File: src/rtl/trace_capture_if.sv
// Probe, control and readout bundle for the pipeline trace buffer.
// The master side drives the probes, the controls and the read address; the slave side is the tracer.
interface trace_capture_if #(
    parameter int WIDTH    = 32,
    parameter int CHANNELS = 4,
    parameter int DEPTH    = 16,
    parameter int TS_W     = 32
);
    localparam int PTR_W = $clog2(DEPTH);

    logic [CHANNELS*WIDTH-1:0] sample_i;
    logic [CHANNELS-1:0]       valid_i;
    logic [CHANNELS-1:0]       chan_en_i;
    logic                      mode_i;
    logic                      arm_i;
    logic                      trig_i;
    logic [PTR_W-1:0]          post_cnt_i;
    logic                      clear_i;
    logic [PTR_W-1:0]          rd_addr_i;
    logic [CHANNELS*WIDTH-1:0] rd_data_o;
    logic [CHANNELS-1:0]       rd_mask_o;
    logic [TS_W-1:0]           rd_ts_o;
    logic                      rd_valid_o;
    logic [1:0]                state_o;
    logic [PTR_W:0]            count_o;
    logic [PTR_W-1:0]          trig_idx_o;
    logic                      done_o;

    modport master (
        output sample_i, valid_i, chan_en_i, mode_i, arm_i, trig_i, post_cnt_i, clear_i, rd_addr_i,
        input  rd_data_o, rd_mask_o, rd_ts_o, rd_valid_o, state_o, count_o, trig_idx_o, done_o
    );

    modport slave (
        input  sample_i, valid_i, chan_en_i, mode_i, arm_i, trig_i, post_cnt_i, clear_i, rd_addr_i,
        output rd_data_o, rd_mask_o, rd_ts_o, rd_valid_o, state_o, count_o, trig_idx_o, done_o
    );
endinterface

File: src/rtl/trace_capture.sv
// Circular pipeline trace buffer with an arm/trigger/post-trigger sequencer, per-entry
// timestamps and a registered random-access readout indexed from the oldest entry.
module trace_capture #(
    parameter int WIDTH    = 32,
    parameter int CHANNELS = 4,
    parameter int DEPTH    = 16,
    parameter int TS_W     = 32
) (
    input  logic           clk,
    input  logic           rst,
    trace_capture_if.slave bus
);
    localparam int PTR_W = $clog2(DEPTH);
    localparam logic [PTR_W:0]   CNT_FULL = (PTR_W+1)'(DEPTH);
    localparam logic [PTR_W:0]   CNT_ONE  = 1;
    localparam logic [PTR_W-1:0] PTR_ONE  = 1;
    localparam logic [TS_W-1:0]  TS_ONE   = 1;

    typedef enum logic [1:0] {
        IDLE  = 2'd0,
        ARMED = 2'd1,
        POST  = 2'd2,
        DONE  = 2'd3
    } state_t;

    state_t                    r_state;
    state_t                    w_nextState;
    logic [TS_W-1:0]           r_ts;
    logic [PTR_W-1:0]          r_wptr;
    logic [PTR_W:0]            r_count;
    logic [PTR_W-1:0]          r_remaining;
    logic [PTR_W-1:0]          r_trigPtr;

    logic [CHANNELS*WIDTH-1:0] r_memData [DEPTH];
    logic [CHANNELS-1:0]       r_memMask [DEPTH];
    logic [TS_W-1:0]           r_memTs   [DEPTH];

    logic [CHANNELS*WIDTH-1:0] r_rdData;
    logic [CHANNELS-1:0]       r_rdMask;
    logic [TS_W-1:0]           r_rdTs;
    logic                      r_rdValid;

    logic [CHANNELS-1:0]       w_effMask;
    logic [CHANNELS*WIDTH-1:0] w_storeData;
    logic                      w_trigHit;
    logic                      w_cap;
    logic [PTR_W-1:0]          w_oldest;
    logic [PTR_W-1:0]          w_physAddr;
    logic                      w_rdValid;

    assign w_effMask = bus.valid_i & bus.chan_en_i;
    assign w_trigHit = (r_state == ARMED) && bus.trig_i;
    // The trigger entry is captured even when mode 1 would otherwise filter the cycle out.
    assign w_cap     = w_trigHit ||
                       (((r_state == ARMED) || (r_state == POST)) && (!bus.mode_i || (|w_effMask)));

    always_comb begin
        w_storeData = '0;
        for (int k = 0; k < CHANNELS; k++) begin
            if (bus.chan_en_i[k]) begin
                w_storeData[k*WIDTH +: WIDTH] = bus.sample_i[k*WIDTH +: WIDTH];
            end
        end
    end

    always_comb begin
        w_nextState = r_state;
        unique case (r_state)
            IDLE:  if (bus.arm_i) w_nextState = ARMED;
            ARMED: begin
                if (bus.trig_i) begin
                    w_nextState = (bus.post_cnt_i == '0) ? DONE : POST;
                end else if (!bus.arm_i) begin
                    w_nextState = IDLE;
                end
            end
            POST:  if (w_cap && (r_remaining == PTR_ONE)) w_nextState = DONE;
            DONE:  if (bus.clear_i) w_nextState = IDLE;
            default: w_nextState = IDLE;
        endcase
    end

    always_ff @(posedge clk) begin
        if (!rst) begin
            r_state <= IDLE;
        end else begin
            r_state <= w_nextState;
        end
    end

    always_ff @(posedge clk) begin
        if (!rst) begin
            r_ts        <= '0;
            r_wptr      <= '0;
            r_count     <= '0;
            r_remaining <= '0;
            r_trigPtr   <= '0;
        end else begin
            r_ts <= r_ts + TS_ONE;
            if ((r_state == IDLE) && bus.arm_i) begin
                r_wptr  <= '0;
                r_count <= '0;
            end else if (w_cap) begin
                r_wptr  <= r_wptr + PTR_ONE;
                r_count <= (r_count == CNT_FULL) ? CNT_FULL : r_count + CNT_ONE;
            end
            if (w_trigHit) begin
                r_trigPtr   <= r_wptr;
                r_remaining <= bus.post_cnt_i;
            end else if ((r_state == POST) && w_cap) begin
                r_remaining <= r_remaining - PTR_ONE;
            end
        end
    end

    always_ff @(posedge clk) begin
        if (rst && w_cap) begin
            r_memData[r_wptr] <= w_storeData;
            r_memMask[r_wptr] <= w_effMask;
            r_memTs[r_wptr]   <= r_ts;
        end
    end

    // Once the buffer has wrapped, the write pointer marks the oldest surviving entry.
    assign w_oldest   = (r_count < CNT_FULL) ? '0 : r_wptr;
    assign w_physAddr = w_oldest + bus.rd_addr_i;
    assign w_rdValid  = {1'b0, bus.rd_addr_i} < r_count;

    always_ff @(posedge clk) begin
        if (!rst) begin
            r_rdData  <= '0;
            r_rdMask  <= '0;
            r_rdTs    <= '0;
            r_rdValid <= 1'b0;
        end else begin
            r_rdValid <= w_rdValid;
            r_rdData  <= w_rdValid ? r_memData[w_physAddr] : '0;
            r_rdMask  <= w_rdValid ? r_memMask[w_physAddr] : '0;
            r_rdTs    <= w_rdValid ? r_memTs[w_physAddr]   : '0;
        end
    end

    assign bus.rd_data_o  = r_rdData;
    assign bus.rd_mask_o  = r_rdMask;
    assign bus.rd_ts_o    = r_rdTs;
    assign bus.rd_valid_o = r_rdValid;
    assign bus.state_o    = r_state;
    assign bus.count_o    = r_count;
    assign bus.done_o     = (r_state == DONE);
    assign bus.trig_idx_o = (r_state == DONE) ? (r_trigPtr - w_oldest) : '0;
endmodule

File: src/flat_wrapper.sv
// flat-port wrapper written by rule: the top's interface ports become plain ports
module trace_capture_flat 
#(
    parameter int WIDTH    = 32,
    parameter int CHANNELS = 4,
    parameter int DEPTH    = 16,
    parameter int TS_W     = 32
)
  (clk, rst, bus_sample_i, bus_valid_i, bus_chan_en_i, bus_mode_i, bus_arm_i, bus_trig_i, bus_post_cnt_i, bus_clear_i, bus_rd_addr_i, bus_rd_data_o, bus_rd_mask_o, bus_rd_ts_o, bus_rd_valid_o, bus_state_o, bus_count_o, bus_trig_idx_o, bus_done_o);
  trace_capture_if #(.WIDTH(WIDTH), .CHANNELS(CHANNELS), .DEPTH(DEPTH), .TS_W(TS_W)) bus_i ();
  input  logic clk;
  input  logic rst;
  input wire logic [$bits(bus_i.sample_i)-1:0] bus_sample_i;
  input wire logic [$bits(bus_i.valid_i)-1:0] bus_valid_i;
  input wire logic [$bits(bus_i.chan_en_i)-1:0] bus_chan_en_i;
  input wire logic [$bits(bus_i.mode_i)-1:0] bus_mode_i;
  input wire logic [$bits(bus_i.arm_i)-1:0] bus_arm_i;
  input wire logic [$bits(bus_i.trig_i)-1:0] bus_trig_i;
  input wire logic [$bits(bus_i.post_cnt_i)-1:0] bus_post_cnt_i;
  input wire logic [$bits(bus_i.clear_i)-1:0] bus_clear_i;
  input wire logic [$bits(bus_i.rd_addr_i)-1:0] bus_rd_addr_i;
  output wire logic [$bits(bus_i.rd_data_o)-1:0] bus_rd_data_o;
  output wire logic [$bits(bus_i.rd_mask_o)-1:0] bus_rd_mask_o;
  output wire logic [$bits(bus_i.rd_ts_o)-1:0] bus_rd_ts_o;
  output wire logic [$bits(bus_i.rd_valid_o)-1:0] bus_rd_valid_o;
  output wire logic [$bits(bus_i.state_o)-1:0] bus_state_o;
  output wire logic [$bits(bus_i.count_o)-1:0] bus_count_o;
  output wire logic [$bits(bus_i.trig_idx_o)-1:0] bus_trig_idx_o;
  output wire logic [$bits(bus_i.done_o)-1:0] bus_done_o;
  assign bus_i.sample_i = bus_sample_i;
  assign bus_i.valid_i = bus_valid_i;
  assign bus_i.chan_en_i = bus_chan_en_i;
  assign bus_i.mode_i = bus_mode_i;
  assign bus_i.arm_i = bus_arm_i;
  assign bus_i.trig_i = bus_trig_i;
  assign bus_i.post_cnt_i = bus_post_cnt_i;
  assign bus_i.clear_i = bus_clear_i;
  assign bus_i.rd_addr_i = bus_rd_addr_i;
  assign bus_rd_data_o = bus_i.rd_data_o;
  assign bus_rd_mask_o = bus_i.rd_mask_o;
  assign bus_rd_ts_o = bus_i.rd_ts_o;
  assign bus_rd_valid_o = bus_i.rd_valid_o;
  assign bus_state_o = bus_i.state_o;
  assign bus_count_o = bus_i.count_o;
  assign bus_trig_idx_o = bus_i.trig_idx_o;
  assign bus_done_o = bus_i.done_o;
  trace_capture #(.WIDTH(WIDTH), .CHANNELS(CHANNELS), .DEPTH(DEPTH), .TS_W(TS_W)) u_core (.clk(clk), .rst(rst), .bus(bus_i));
endmodule
File: config.mk
export PLATFORM = sky130hd
export DESIGN_NAME = trace_capture_flat
export DESIGN_NICKNAME = d
export VERILOG_FILES = /design/src/rtl/trace_capture_if.sv /design/src/rtl/trace_capture.sv /design/src/flat_wrapper.sv
export SDC_FILE = /design/constraint.sdc
export NUM_CORES = 2
export LEC_CHECK = 0
export BUFFER_PORTS_ARGS = -buffer_cell sky130_fd_sc_hd__buf_4
export CORE_MARGIN = 2
export CORE_UTILIZATION = 45
export DETAILED_ROUTE_END_ITERATION = 8
export PLACE_DENSITY = 0.6
export SKIP_CTS_REPAIR_TIMING = 1
export SYNTH_ARGS = -nofsm -noshare
export SYNTH_HDL_FRONTEND = slang
export SYNTH_SLANG_ARGS = --single-unit
File: constraint.sdc
create_clock -name clk -period 16.9 [get_ports clk]
set_clock_uncertainty 0.1 [all_clocks]
set_input_delay 1.69 -clock clk [delete_from_list [all_inputs] [get_ports clk]]
set_output_delay 1.69 -clock clk [all_outputs]
set_load 0.02 [all_outputs]
-- Word-level counts from Yosys, hierarchy flattened
Memories as Yosys holds them, arrays and structs flattened. A register that Yosys moved wholly into a read port is not among the register bits.
Index checks and enable logic that the tools add are counted.
- bitwise operators: 2
- multiplexer cells: 18
- $add $sub $neg: 6
- magnitude comparators: 2
- equality and inequality tests: 9
- reduce and logical (&&, ||, !) cells: 20
- operator list (kind ; count):
    32-bit 2-to-1 mux ; 4
    32-bit by 1-bit adder with 32-bit output (second input constant) ; 1
    4-bit 2-to-1 mux ; 4
    2-bit 2-to-1 mux ; 5
    2-bit one-hot mux with 4 select lines ; 1
    1-bit logical AND ; 6
    5-bit by 1-bit adder with 5-bit output (second input constant) ; 1
    5-bit equality test (second input constant) ; 1
    4-bit by 5-bit < comparator with 1-bit output ; 1
    5-bit < comparator (second input constant) ; 1
    5-bit 2-to-1 mux ; 1
    4-bit by 1-bit adder with 4-bit output (second input constant) ; 1
    4-bit adder ; 1
    4-bit AND ; 1
    2-bit equality test (second input constant) ; 2
    4-bit by 1-bit equality test with 1-bit output (second input constant) ; 1
    1-bit zero test ; 4
    4-bit zero test ; 1
    2-bit != test (second input constant) ; 2
    4-bit AND reduction ; 1
    4-bit OR reduction ; 1
    4-bit by 1-bit subtractor with 4-bit output (second input constant) ; 1
    4-bit subtractor ; 1
    1-bit logical OR ; 3
    other kinds (9) ; 11
- flip-flop bits (word level): 52
- bits of input ports: 150
- bits in writable memories: 2624
- memories: 3
- logic and storage cells: 67
- output and inout bits: 177
- memories (name ; depth ; bits a word ; rd ports ; clocked after memory_dff ; write ports ; line ; RTL):
    u_core.r_memData ; 16 ; 128 ; 1 ; 1 ; 1 ; trace_capture.sv:34 ; logic [CHANNELS*WIDTH-1:0] r_memData [DEPTH];
    u_core.r_memTs ; 16 ; 32 ; 1 ; 1 ; 1 ; trace_capture.sv:36 ; logic [TS_W-1:0] r_memTs [DEPTH];
    u_core.r_memMask ; 16 ; 4 ; 1 ; 1 ; 1 ; trace_capture.sv:35 ; logic [CHANNELS-1:0] r_memMask [DEPTH];

-- Logic depth before layout (Yosys ltp)
- depth in word-level cells: 8
- depth in mapped cells: 10
- depth with buffers taken out: 8

-- Least setup slack after synthesis
Ideal clock, no wire load.
- path kind: input to register
- from: input port bus_valid_i[2]
- to: memory u_core.r_memData[14][0] in the netlist's numbering (enable)
- setup slack: 2.195 ns
- arrival time: 13.716 ns
- data required time: 15.911 ns
- stages: 5
- path buffers: 1
- cells stage by stage: and2_1 > o41a_1 > nor2_2 > buf_2 > nor3_1
- longest elaborated chain between the ends: 8
- RTL lines (element ; line ; RTL):
    start, declared ; flat_wrapper.sv:14 ; input wire logic [$bits(bus_i.valid_i)-1:0] bus_valid_i;
    4-bit AND ; trace_capture.sv:51 ; assign w_effMask = bus.valid_i & bus.chan_en_i;
    4-bit OR reduction ; trace_capture.sv:55 ; (((r_state == ARMED) || (r_state == POST)) && (!bus.mode_i || (|w_effMask)));
    1-bit logical OR ; trace_capture.sv:55 ;
    1-bit logical AND ; trace_capture.sv:55 ;
    1-bit logical OR ; trace_capture.sv:54 ; assign w_cap = w_trigHit ||
    1-bit logical AND ; trace_capture.sv:117 ; if (rst && w_cap) begin
    1-bit 2-to-1 mux ; trace_capture.sv:117 ;
    1-bit 2-to-1 mux (implied by the code) ; trace_capture.sv:118 ; r_memData[r_wptr] <= w_storeData;
    end, declared ; trace_capture.sv:34 ;
Every way passes these cells.

-- Worst setup path in the final report
- from: input port bus_chan_en_i[1]
- to: memory u_core.r_memMask[6][3] (enable)
- longest elaborated chain between the ends: 8
- RTL lines (element ; line ; RTL):
    start, declared ; flat_wrapper.sv:15 ; input wire logic [$bits(bus_i.chan_en_i)-1:0] bus_chan_en_i;
    4-bit AND ; trace_capture.sv:51 ;
    via u_core.w_effMask[1] ; trace_capture.sv:43 ; logic [CHANNELS-1:0] w_effMask;
    4-bit OR reduction ; trace_capture.sv:55 ;
    1-bit logical OR ; trace_capture.sv:55 ;
    1-bit logical AND ; trace_capture.sv:55 ;
    1-bit logical OR ; trace_capture.sv:54 ;
    1-bit logical AND ; trace_capture.sv:117 ;
    1-bit 2-to-1 mux ; trace_capture.sv:117 ;
    1-bit 2-to-1 mux (implied by the code) ; trace_capture.sv:119 ; r_memMask[r_wptr] <= w_effMask;
    end, declared ; trace_capture.sv:35 ;
The timed path passes the listed nets, and every way through them passes these cells.

==> results.sh <==
export IMPL_gr_total_overflow=0
export IMPL_dieArea_um2=239200
export IMPL_slew_headroom=0.2580
export IMPL_synth_top_family_by_area="multiplexers"
export IMPL_fin_crit_sh=0.4094
export IMPL_fmax_mhz=144.5
export IMPL_core_area_um2=234500
export IMPL_yosys_warnings=0
export IMPL_clk_latency_ns=0.92
export IMPL_netlist_top_cells_area="edfxtp_1, mux4_2, dfxtp_1, mux2i_1, o22ai_1"
export IMPL_initial_core_util=0.4515
export IMPL_synth_nets=4821
export IMPL_synth_area_um2=105900
export IMPL_cp_start_kind="input port"
export IMPL_tightest_slew_ns=1.113
export IMPL_nFillCells=18130
export IMPL_io_pin_count=327
export IMPL_drt_iter0_markers=4447
export IMPL_seqCellArea_um2=83120
export IMPL_rsz0062_at_grt="no"
export IMPL_cts_root_buf="clkbuf_16"
export IMPL_synth_compound_area_frac=0.01258
export IMPL_viasPerCell=5.672
export IMPL_cp_arrival_ns=7.35
export IMPL_tns_ns=0
export IMPL_run_status="completed"
export IMPL_ys_async_sr_fraction=0
export IMPL_multiInputGateArea_um2=21810
export IMPL_first_pass_iters=5
export IMPL_yosysUniqueCellTypes=48
export IMPL_fin_nets=5302
export IMPL_clk_path_buf_depth=4
export IMPL_grt_pass1_wl_um=357300
export IMPL_syn_to_final_growth_pct=15.32
export IMPL_numCtsBuffers=309
export IMPL_yosysTopAreaCell="edfxtp_1"
export IMPL_synth_fa_ha_area_frac=0.003096
export IMPL_min_delay_path_class="register to register"
export IMPL_preCtsSetupSlack_ns=8.928
export IMPL_cts_max_level=5
export IMPL_routed_wl_um=246800
export IMPL_cp_required_ns=17.33
export IMPL_die_w_um=489.1
export IMPL_synth_edf_count=2624
export IMPL_ys_seq_elements=2840
export IMPL_grt_max_degree=153
export IMPL_slew_viol_final=0
export IMPL_criticalPathCategory="input port to register"
export IMPL_grt_pass1_vias=51070
export IMPL_antenna_found_initial=17
export IMPL_maxCapViolCount=0
export IMPL_synth_xor_xnor_area_share=0.002966
export IMPL_grt_usage=0.2066
export IMPL_drtAntennaViolNets=0
export IMPL_cts_clk_slew_worst_paths_ns=0.06
export IMPL_drt_wirelength_per_cell_um=28.98
export IMPL_synth_simple_gate_area_frac=0.01524
export IMPL_drive_gt1_frac=0.2829
export IMPL_power_density_nw_per_um2=123.5
export IMPL_drc=0
export IMPL_hold_viol_final=0
export IMPL_netlist_area_leader_share=0.7441
export IMPL_rows=178
export IMPL_min_period_ns=6.920
export IMPL_place_congestion=0.7371
export IMPL_avgSynthCellArea_um2=22.79
export IMPL_cp_max_fo=48
export IMPL_endpoint_kind="register"
export IMPL_cts_tree="yes"
export IMPL_vias=48310
export IMPL_p_leak_nw=40.19
export IMPL_setup_viol=0
export IMPL_synthCells=4646
export IMPL_dieHeight_um=489.1
export IMPL_ys_seq_area_frac=0.7850
export IMPL_synthFlopType="edfxtp_1"
export IMPL_vdd_ir_drop_max_uv=92.13
export IMPL_setup_slack_ns=9.980
export IMPL_hpwl_um=119600
export IMPL_io_buffers=326
export IMPL_synth_area_mux_share=0.1706
export IMPL_clkSinkCount=2840
[power breakdown]
group	switching, W	internal (W)	leakage [nW]
Sequential	0.0000368	0.00777	25.8
Combinational	0.000427	0.000288	9.55
Clock	0.00262	0.00395	4.82
Total	0.00308	0.0120	40.2
[sequential cells by signal, indices dropped and copies added (netlist names), 4 cells and up, named ones only]
name	count
u_core.bus.count_o	5
u_core.bus.rd_data_o	128
u_core.r_memData	2048
u_core.r_wptr	4
u_core.r_ts	32
u_core.r_memMask	64
u_core.r_remaining	4
u_core.bus.rd_ts_o	32
u_core.r_trigPtr	4
u_core.bus.rd_mask_o	4
u_core.r_memTs	512
[cell usage after synthesis, drive strengths merged (18+ instances only)]
library cell     n
nor2            46
edfxtp        2624
ha              23
clkbuf         133
inv             18
mux4           656
and2           137
nand2           36
dfxtp          216
o22ai          164
mux2i          329
a21oi           24
xor2            27
buf            107
[logic make-up after synthesis]
| group | Yosys count |
|---|---|
| compound gates | 216 |
| xor+xnor | 35 |
| fa+ha+maj | 25 |
| buf+inv | 258 |
| flops | 2840 |
| mux | 985 |
| simple gates | 287 |
[metal layers]
layer	share of wire	track usage
met5	0.00019	0
met4	0.022	0.05447
met3	0.061	0.03762
met2	0.50	0.3459
met1	0.42	0.2803
[stage by stage]
stage                     instances  total power, W  hold slack (ns)  area [µm²]    util
after floorplan                4646        0.008423           0.3363      105900       -
after global placement         7966        0.008672           0.3583      112300  0.4787
after detailed placement       7966        0.008685           0.3609      112300  0.4787
after CTS                      8509         0.01524           0.3703      122100  0.5206
after global routing           8516         0.01555           0.3860      122100  0.5207
final                          8517         0.01508           0.3724      122100  0.5207
[cell usage in the layout (no fill, tap or decap), types with 4 or more instances in the layout]
cell type	netlist	layout
a21oi_1	24	24
and2_1	137	137
buf_12	0	20
buf_4	6	390
bufinv_16	0	24
clkbuf_1	133	94
clkbuf_16	0	315
clkbuf_8	0	37
clkinv_1	0	28
clkinv_2	0	37
dfxtp_1	216	216
diode_2	0	8
edfxtp_1	2624	2624
ha_1	23	22
inv_1	18	17
inv_6	0	4
mux2i_1	329	329
mux4_2	656	656
nand2_1	36	36
nand3_1	17	17
nand4_1	9	9
nor2_1	45	33
nor2_4	0	12
nor3_2	0	4
o21ai_0	12	12
o22ai_1	164	164
or3_1	12	12
xnor2_1	7	7
xor2_1	27	27
[critical path, stage by stage]
cell and delay, ns:
buf_4 0.25, and2_1 0.69, o41a_1 0.68, or2_0 0.39
nand3b_1 0.37, nor2_4 0.87, buf_4 0.64, buf_4 0.69
buf_4 0.85
[worst paths after layout]
path	slack [ns]	cells after the start	startpoint	end
worst max-delay path	9.98	9	bus_chan_en_i[1]	u_core.r_memMask[6][3]$_DFFE_PP_
worst min-delay path	0.37	2	u_core.r_trigPtr[0]$_SDFFE_PN0P_	u_core.r_trigPtr[0]$_SDFFE_PN0P_
worst max register to register	10.67	9	register	u_core.r_memMask[6][3]$_DFFE_PP_
worst min register to register	0.37	2	u_core.r_trigPtr[0]$_SDFFE_PN0P_	u_core.r_trigPtr[0]$_SDFFE_PN0P_
[layout make-up]
| type | count | area share |
|---|---|---|
| diodes | 8 | 0.0001639 |
| clock buffers | 446 | 0.07161 |
| clock inverters | 97 | 0.008883 |
| inverters | 18 | 0.0005533 |
| multi-input cells | 1548 | 0.1786 |
| flip-flops and latches | 2840 | 0.6807 |
| well taps | 3150 | 0.03228 |
| repair buffers | 410 | 0.02726 |
Power figures use the tool's default switching activity.
